[src/rtl/instr_prefetch_queue_if.sv]
// ---------------------------------------------------------------------------
// instr_prefetch_queue_if
//   Bundles the signals of the instruction prefetch queue: the memory read
//   port, the instruction head/pop port and the redirect port.
//   master : the prefetch queue side
//   slave  : the environment side (memory, controller, IR/TR)
// Signals
//   mem_req, mem_addr     read request and address (master -> slave)
//   mem_ready, mem_rdata  request accepted and read data (slave -> master)
//   instr_valid/word/pc   head entry of the queue (master -> slave)
//   instr_pop             consume head (slave -> master)
//   redirect, redirect_addr  flush and restart fetch (slave -> master)
//   occupancy             number of valid queue entries (master -> slave)
// ---------------------------------------------------------------------------
interface instr_prefetch_queue_if #(
    parameter int DATA_W = 8,
    parameter int ADDR_W = 13,
    parameter int DEPTH  = 4
);
    localparam int OCC_W = $clog2(DEPTH + 1);

    logic              mem_req;
    logic [ADDR_W-1:0] mem_addr;
    logic              mem_ready;
    logic [DATA_W-1:0] mem_rdata;
    logic              instr_valid;
    logic [DATA_W-1:0] instr_word;
    logic [ADDR_W-1:0] instr_pc;
    logic              instr_pop;
    logic              redirect;
    logic [ADDR_W-1:0] redirect_addr;
    logic [OCC_W-1:0]  occupancy;

    modport master (
        output mem_req, mem_addr, instr_valid, instr_word, instr_pc, occupancy,
        input  mem_ready, mem_rdata, instr_pop, redirect, redirect_addr
    );

    modport slave (
        input  mem_req, mem_addr, instr_valid, instr_word, instr_pc, occupancy,
        output mem_ready, mem_rdata, instr_pop, redirect, redirect_addr
    );
endinterface

[src/rtl/instr_prefetch_queue.sv]
// ---------------------------------------------------------------------------
// instr_prefetch_queue
//   Instruction-fetch front end: a DEPTH-entry circular prefetch queue fed by
//   a fetch PC that issues one memory read at a time. Each returned word is
//   stored together with its address. A redirect flushes the queue and
//   restarts fetching at redirect_addr; a read already in flight is completed
//   and its data thrown away.
// Ports
//   clk   rising-edge clock
//   rst   asynchronous active-low reset
//   bus   instr_prefetch_queue_if.master (memory, head/pop, redirect, occupancy)
// ---------------------------------------------------------------------------
module instr_prefetch_queue #(
    parameter int                DATA_W   = 8,
    parameter int                ADDR_W   = 13,
    parameter int                DEPTH    = 4,
    parameter logic [ADDR_W-1:0] RESET_PC = '0
) (
    input  logic                   clk,
    input  logic                   rst,
    instr_prefetch_queue_if.master bus
);
    localparam int CNT_W = $clog2(DEPTH + 1);
    localparam int PTR_W = $clog2(DEPTH);

    typedef enum logic [1:0] {IDLE, REQ, FLUSH} state_t;

    state_t            state_q, state_d;
    logic [CNT_W-1:0]  count_q, count_d;
    logic [PTR_W-1:0]  wr_ptr_q, wr_ptr_d;
    logic [PTR_W-1:0]  rd_ptr_q, rd_ptr_d;
    logic [ADDR_W-1:0] fetch_pc_q, fetch_pc_d;
    logic [ADDR_W-1:0] mem_addr_q, mem_addr_d;
    logic              mem_req_q, mem_req_d;
    logic [DATA_W-1:0] word_q [DEPTH];
    logic [ADDR_W-1:0] pc_q   [DEPTH];

    logic handshake;
    logic push;
    logic pop;

    always_comb begin
        handshake = mem_req_q && bus.mem_ready;
        // A redirect drops any push or pop that coincides with it.
        push = (state_q == REQ) && handshake && !bus.redirect;
        pop  = bus.instr_pop && (count_q != '0) && !bus.redirect;

        count_d    = count_q + CNT_W'(push) - CNT_W'(pop);
        wr_ptr_d   = push ? wr_ptr_q + PTR_W'(1) : wr_ptr_q;
        rd_ptr_d   = pop  ? rd_ptr_q + PTR_W'(1) : rd_ptr_q;
        fetch_pc_d = push ? fetch_pc_q + ADDR_W'(1) : fetch_pc_q;
        state_d    = state_q;

        case (state_q)
            IDLE:    if (count_q != CNT_W'(DEPTH)) state_d = REQ;
            REQ:     if (count_d == CNT_W'(DEPTH)) state_d = IDLE;
            FLUSH:   if (handshake) state_d = REQ;
            default: state_d = IDLE;
        endcase

        if (bus.redirect) begin
            count_d    = '0;
            wr_ptr_d   = '0;
            rd_ptr_d   = '0;
            fetch_pc_d = bus.redirect_addr;
            // A request still waiting for mem_ready must finish at its old
            // address, so it is parked in FLUSH until the memory accepts it.
            if (state_q == IDLE || handshake) begin
                state_d = REQ;
            end else begin
                state_d = FLUSH;
            end
        end

        mem_req_d  = (state_d != IDLE);
        // FLUSH keeps presenting the captured address; REQ always fetches at
        // the (next) fetch PC, which only moves on a completed handshake.
        mem_addr_d = (state_d == FLUSH) ? mem_addr_q : fetch_pc_d;
    end

    always_ff @(posedge clk or negedge rst) begin
        if (!rst) begin
            state_q    <= IDLE;
            count_q    <= '0;
            wr_ptr_q   <= '0;
            rd_ptr_q   <= '0;
            fetch_pc_q <= RESET_PC;
            mem_addr_q <= RESET_PC;
            mem_req_q  <= 1'b0;
            for (int i = 0; i < DEPTH; i++) begin
                word_q[i] <= '0;
                pc_q[i]   <= '0;
            end
        end else begin
            state_q    <= state_d;
            count_q    <= count_d;
            wr_ptr_q   <= wr_ptr_d;
            rd_ptr_q   <= rd_ptr_d;
            fetch_pc_q <= fetch_pc_d;
            mem_addr_q <= mem_addr_d;
            mem_req_q  <= mem_req_d;
            if (push) begin
                word_q[wr_ptr_q] <= bus.mem_rdata;
                pc_q[wr_ptr_q]   <= fetch_pc_q;
            end
        end
    end

    assign bus.mem_req     = mem_req_q;
    assign bus.mem_addr    = mem_addr_q;
    assign bus.instr_valid = (count_q != '0);
    assign bus.instr_word  = word_q[rd_ptr_q];
    assign bus.instr_pc    = pc_q[rd_ptr_q];
    assign bus.occupancy   = count_q;
endmodule

[src/flat_wrapper.sv]
// flat-port wrapper written by rule: the top's interface ports become plain ports
module instr_prefetch_queue_flat 
#(
    parameter int                DATA_W   = 8,
    parameter int                ADDR_W   = 13,
    parameter int                DEPTH    = 4,
    parameter logic [ADDR_W-1:0] RESET_PC = '0
)
  (clk, rst, bus_mem_req, bus_mem_addr, bus_instr_valid, bus_instr_word, bus_instr_pc, bus_occupancy, bus_mem_ready, bus_mem_rdata, bus_instr_pop, bus_redirect, bus_redirect_addr);
  instr_prefetch_queue_if #(.DATA_W(DATA_W), .ADDR_W(ADDR_W), .DEPTH(DEPTH)) bus_i ();
  input  logic clk;
  input  logic rst;
  output wire logic [$bits(bus_i.mem_req)-1:0] bus_mem_req;
  output wire logic [$bits(bus_i.mem_addr)-1:0] bus_mem_addr;
  output wire logic [$bits(bus_i.instr_valid)-1:0] bus_instr_valid;
  output wire logic [$bits(bus_i.instr_word)-1:0] bus_instr_word;
  output wire logic [$bits(bus_i.instr_pc)-1:0] bus_instr_pc;
  output wire logic [$bits(bus_i.occupancy)-1:0] bus_occupancy;
  input wire logic [$bits(bus_i.mem_ready)-1:0] bus_mem_ready;
  input wire logic [$bits(bus_i.mem_rdata)-1:0] bus_mem_rdata;
  input wire logic [$bits(bus_i.instr_pop)-1:0] bus_instr_pop;
  input wire logic [$bits(bus_i.redirect)-1:0] bus_redirect;
  input wire logic [$bits(bus_i.redirect_addr)-1:0] bus_redirect_addr;
  assign bus_mem_req = bus_i.mem_req;
  assign bus_mem_addr = bus_i.mem_addr;
  assign bus_instr_valid = bus_i.instr_valid;
  assign bus_instr_word = bus_i.instr_word;
  assign bus_instr_pc = bus_i.instr_pc;
  assign bus_occupancy = bus_i.occupancy;
  assign bus_i.mem_ready = bus_mem_ready;
  assign bus_i.mem_rdata = bus_mem_rdata;
  assign bus_i.instr_pop = bus_instr_pop;
  assign bus_i.redirect = bus_redirect;
  assign bus_i.redirect_addr = bus_redirect_addr;
  instr_prefetch_queue #(.DATA_W(DATA_W), .ADDR_W(ADDR_W), .DEPTH(DEPTH), .RESET_PC(RESET_PC)) u_core (.clk(clk), .rst(rst), .bus(bus_i));
endmodule
[config.mk]
export PLATFORM = sky130hd
export DESIGN_NAME = instr_prefetch_queue_flat
export DESIGN_NICKNAME = d
export VERILOG_FILES = /design/src/rtl/instr_prefetch_queue_if.sv /design/src/rtl/instr_prefetch_queue.sv /design/src/flat_wrapper.sv
export SDC_FILE = /design/constraint.sdc
export NUM_CORES = 1
export LEC_CHECK = 0
export ABC_AREA = 1
export CORE_UTILIZATION = 35
export DETAILED_ROUTE_END_ITERATION = 16
export SLEW_MARGIN = 10
export SYNTH_ARGS = -nofsm -noshare
export SYNTH_HDL_FRONTEND = slang
export SYNTH_SLANG_ARGS = --single-unit
[constraint.sdc]
create_clock -name clk -period 5.75 [get_ports clk]
set_clock_uncertainty 0.2 [all_clocks]
set_input_delay 1.15 -clock clk [delete_from_list [all_inputs] [get_ports clk]]
set_output_delay 1.15 -clock clk [all_outputs]
set_load 0.05 [all_outputs]
==> qor.yml <==
critical_path:
  crit_path_max_fanout: 24
  cp_cell_sequence: "inv_1 -> o21ai_0 -> o22ai_1 -> clkdlybuf4s50_1"
  cp_num_cells: 4
  r2r_start: "u_core.bus.occupancy[1]$_DFF_PN0_"
  cp.required_ns: 4.40
  cp_top_family: "buffers and inverters"
  endpoint: "bus_instr_pc[4]"
  crit_path_end_kind: "output pin"
  r2r_cells: 14
  path_buf_inv: 2
  cp.arrival_ns: 3.06
  slowest_stage: "clkdlybuf4s50_1"
  ff2ff_setup_slack_ns: 3.07
  worstSetupPathType: "reg -> out"
  rr_endpoint: "u_core.state_q[0]$_DFF_PN0_"
  max_stage_delay_ns: 0.85
  start_kind: "flop"
  crit_start: "u_core.rd_ptr_q[1]$_DFFE_PN0P_"
synthesis:
  synth_seq_cells: 120
  synth.distinct_cells: 32
  seq_area_frac_synth_pct: 54.11
  yosysWarnings: 0
  syn-cell-area_mm2: 0.005549
  syn_avg_cell_area_um2: 8.433
  synth_top_area_share_pct: 54.11
  synth_area_leaders: "dfrtp_1, nand2_1, o21ai_1"
  synth_cells: 658
  yosys.area.top_type: "dfrtp_1"
  syn-num-nets: 692
timing:
  period_needed_ns: 4.407
  hold_viol: 0
  fin_crit_sh_pct: 76.65
  slew_headroom_pct: 38.22
  tightest_slew_ns: 0.9267
  tns_ns: 0
  worst_slack_ns: 1.343
  setup_viol: 0
  timing.hold.ws_ns: 0.2816
  max_freq_ghz: 0.2269
  finalMaxSlewViolations: 0
  rsz0062_at_grt: "false"
floorplan:
  ios: 65
  rows: 45
  fp.dieW_um: 127.9
  core-area_mm2: 0.01531
  die_y_um: 127.9
  initial_utilization_pct: 36.23
  die-area_mm2: 0.01636
layout:
  n_fill_cell: 1519
  finalInstanceArea_mm2: 0.006879
  final_common_cell: "nand2_1"
  nets: 743
  syn_to_final_growth_pct: 23.97
  diodes: 0
  final_cell_mix: "nand2_1, dfrtp_1, o21ai_1"
  drive_gt1_share_pct: 7.618
routing:
  antenna_left: 0
  firstDrtPassIters: 5
  vias: 4591
  drc: 0
  wl_per_cell_um: 14.49
  totalWireLength_um: 13520
  drtIter0Drc: 302
  vias_per_cell: 4.921
grt:
  grt_max_degree: 75
  grt_overflow_total: 0
  grt_pass1_vias: 4491
  grtUsageTotal_pct: 17.84
  antenna_found_initial: 0
  grt_pass1_wl_um: 22510
placement:
  gp_congestion: 0.7697
  dp_hpwl_um: 8562
  dp_slack_ns: 1.570
  port_buffers: 64
  placedInstanceArea_mm2: 0.006290
pwr:
  power.total_mw: 4.138
  ir_drop_mv: 0.3015
  p_leak_nw: 3.255
  p_per_area_mw_per_mm2: 601.5
cts:
  h-tree-depth: 4
  cts_hold_buf: 0
  cts_resized: 0
  insertion_delay_ns: 0.42
  clk_pin_slew_ns: 0.05
  cts_sinks: 120
  numCtsBuffers: 17
  root_buffer: "clkbuf_16"
  ctsLongestPathBuffers: 2
  cts_tree: "built"
  cts_setup_buffers: 0
flow_run:
  max-cap-violations: 0
outcome:
  outcome: "finished clean"
hold_path:
  hold_path_class: "reg -> reg"
  hold_path_depth: 2
## worst reg2reg max path: cells and delay by family (launching register included)
family / cells / cell delay, ns
simple gates: 5 / 0.46
flops: 1 / 0.43
buf+inv: 4 / 0.30
fa+ha+maj: 3 / 0.93
compound gates: 2 / 0.20
## how the worst min path moves through the flow
stage	startpoint	end	slack, ns
final	u_core.pc_q[35]$_DFFE_PN0P_	u_core.pc_q[35]$_DFFE_PN0P_	0.28
after CTS	u_core.pc_q[35]$_DFFE_PN0P_	u_core.pc_q[35]$_DFFE_PN0P_	0.28
after global routing	u_core.word_q[11]$_DFFE_PN0P_	u_core.word_q[11]$_DFFE_PN0P_	0.30
after global placement	u_core.pc_q[36]$_DFFE_PN0P_	u_core.pc_q[36]$_DFFE_PN0P_	0.26
after detailed placement	u_core.bus.mem_addr[3]$_DFFE_PN0P_	u_core.bus.mem_addr[3]$_DFFE_PN0P_	0.26
after floorplan	u_core.pc_q[28]$_DFFE_PN0P_	u_core.pc_q[28]$_DFFE_PN0P_	0.25
## metal layers
layer / GRT usage [%] / share of wire [%]
met1: 23.68 / 48
met2: 28.55 / 46
met3: 4.549 / 4.7
met4: 5.675 / 0.96
met5: 0 / 0
## cells in the mapped netlist, drive strengths merged
cell type    n
nand3       23
a31oi        3
dfrtp      120
nor3         2
clkbuf      13
ha           7
a21oi        5
o21ai      134
fa           1
inv         45
nand4        4
buf         22
nor2        62
xor2         1
xnor2        1
o211ai       2
or2          5
o22ai       21
a21boi       1
and2         4
nand2      181
clkinv       1
## layout make-up
cell class                      count  area, um^2  area share (%)
Sequential cell                   120        3003           43.65
Multi-Input combinational cell    457        2182           31.72
Timing Repair Buffer               67       660.6           9.603
Clock buffer                       22       464.2           6.748
Tap cell                          211       264.0           3.838
Inverter                           46       180.2           2.619
Clock inverter                     10       125.1           1.819
## kinds of logic (layout without fill, tap and decap cells)
logic type	after synthesis	count (layout)	synth area share (%)
AOI/OAI and AO/OA	166	166	15.78
xor gates and xnor gates	2	2	0.3157
adders and majority gates	8	8	1.939
buffers and inverters	81	145	6.561
DFF	120	120	54.11
and+or+nand+nor	281	281	21.29
## per-stage QoR
stage	utilization, %	std cells
floorplan	-	658
global placement	41.07	901
detailed placement	41.07	901
CTS	44.92	933
global route	44.92	933
finish	44.92	933
## where the power goes
part | switching (mW) | total (mW) | internal [mW]
Clock | 0.361 | 1.06 | 0.698
Sequential | 0.169 | 1.30 | 1.13
Combinational | 1.20 | 1.78 | 0.574
Total | 1.73 | 4.14 | 2.40
## registers in the layout, indices dropped and copies added, names as in the netlist
signal,count
u_core.wr_ptr_q,2
u_core.bus.occupancy,3
u_core.bus.mem_addr,13
u_core.pc_q,52
u_core.state_q,2
u_core.bus.mem_req,1
u_core.rd_ptr_q,2
u_core.fetch_pc_q,13
u_core.word_q,32
Power figures use the tool's default switching activity.
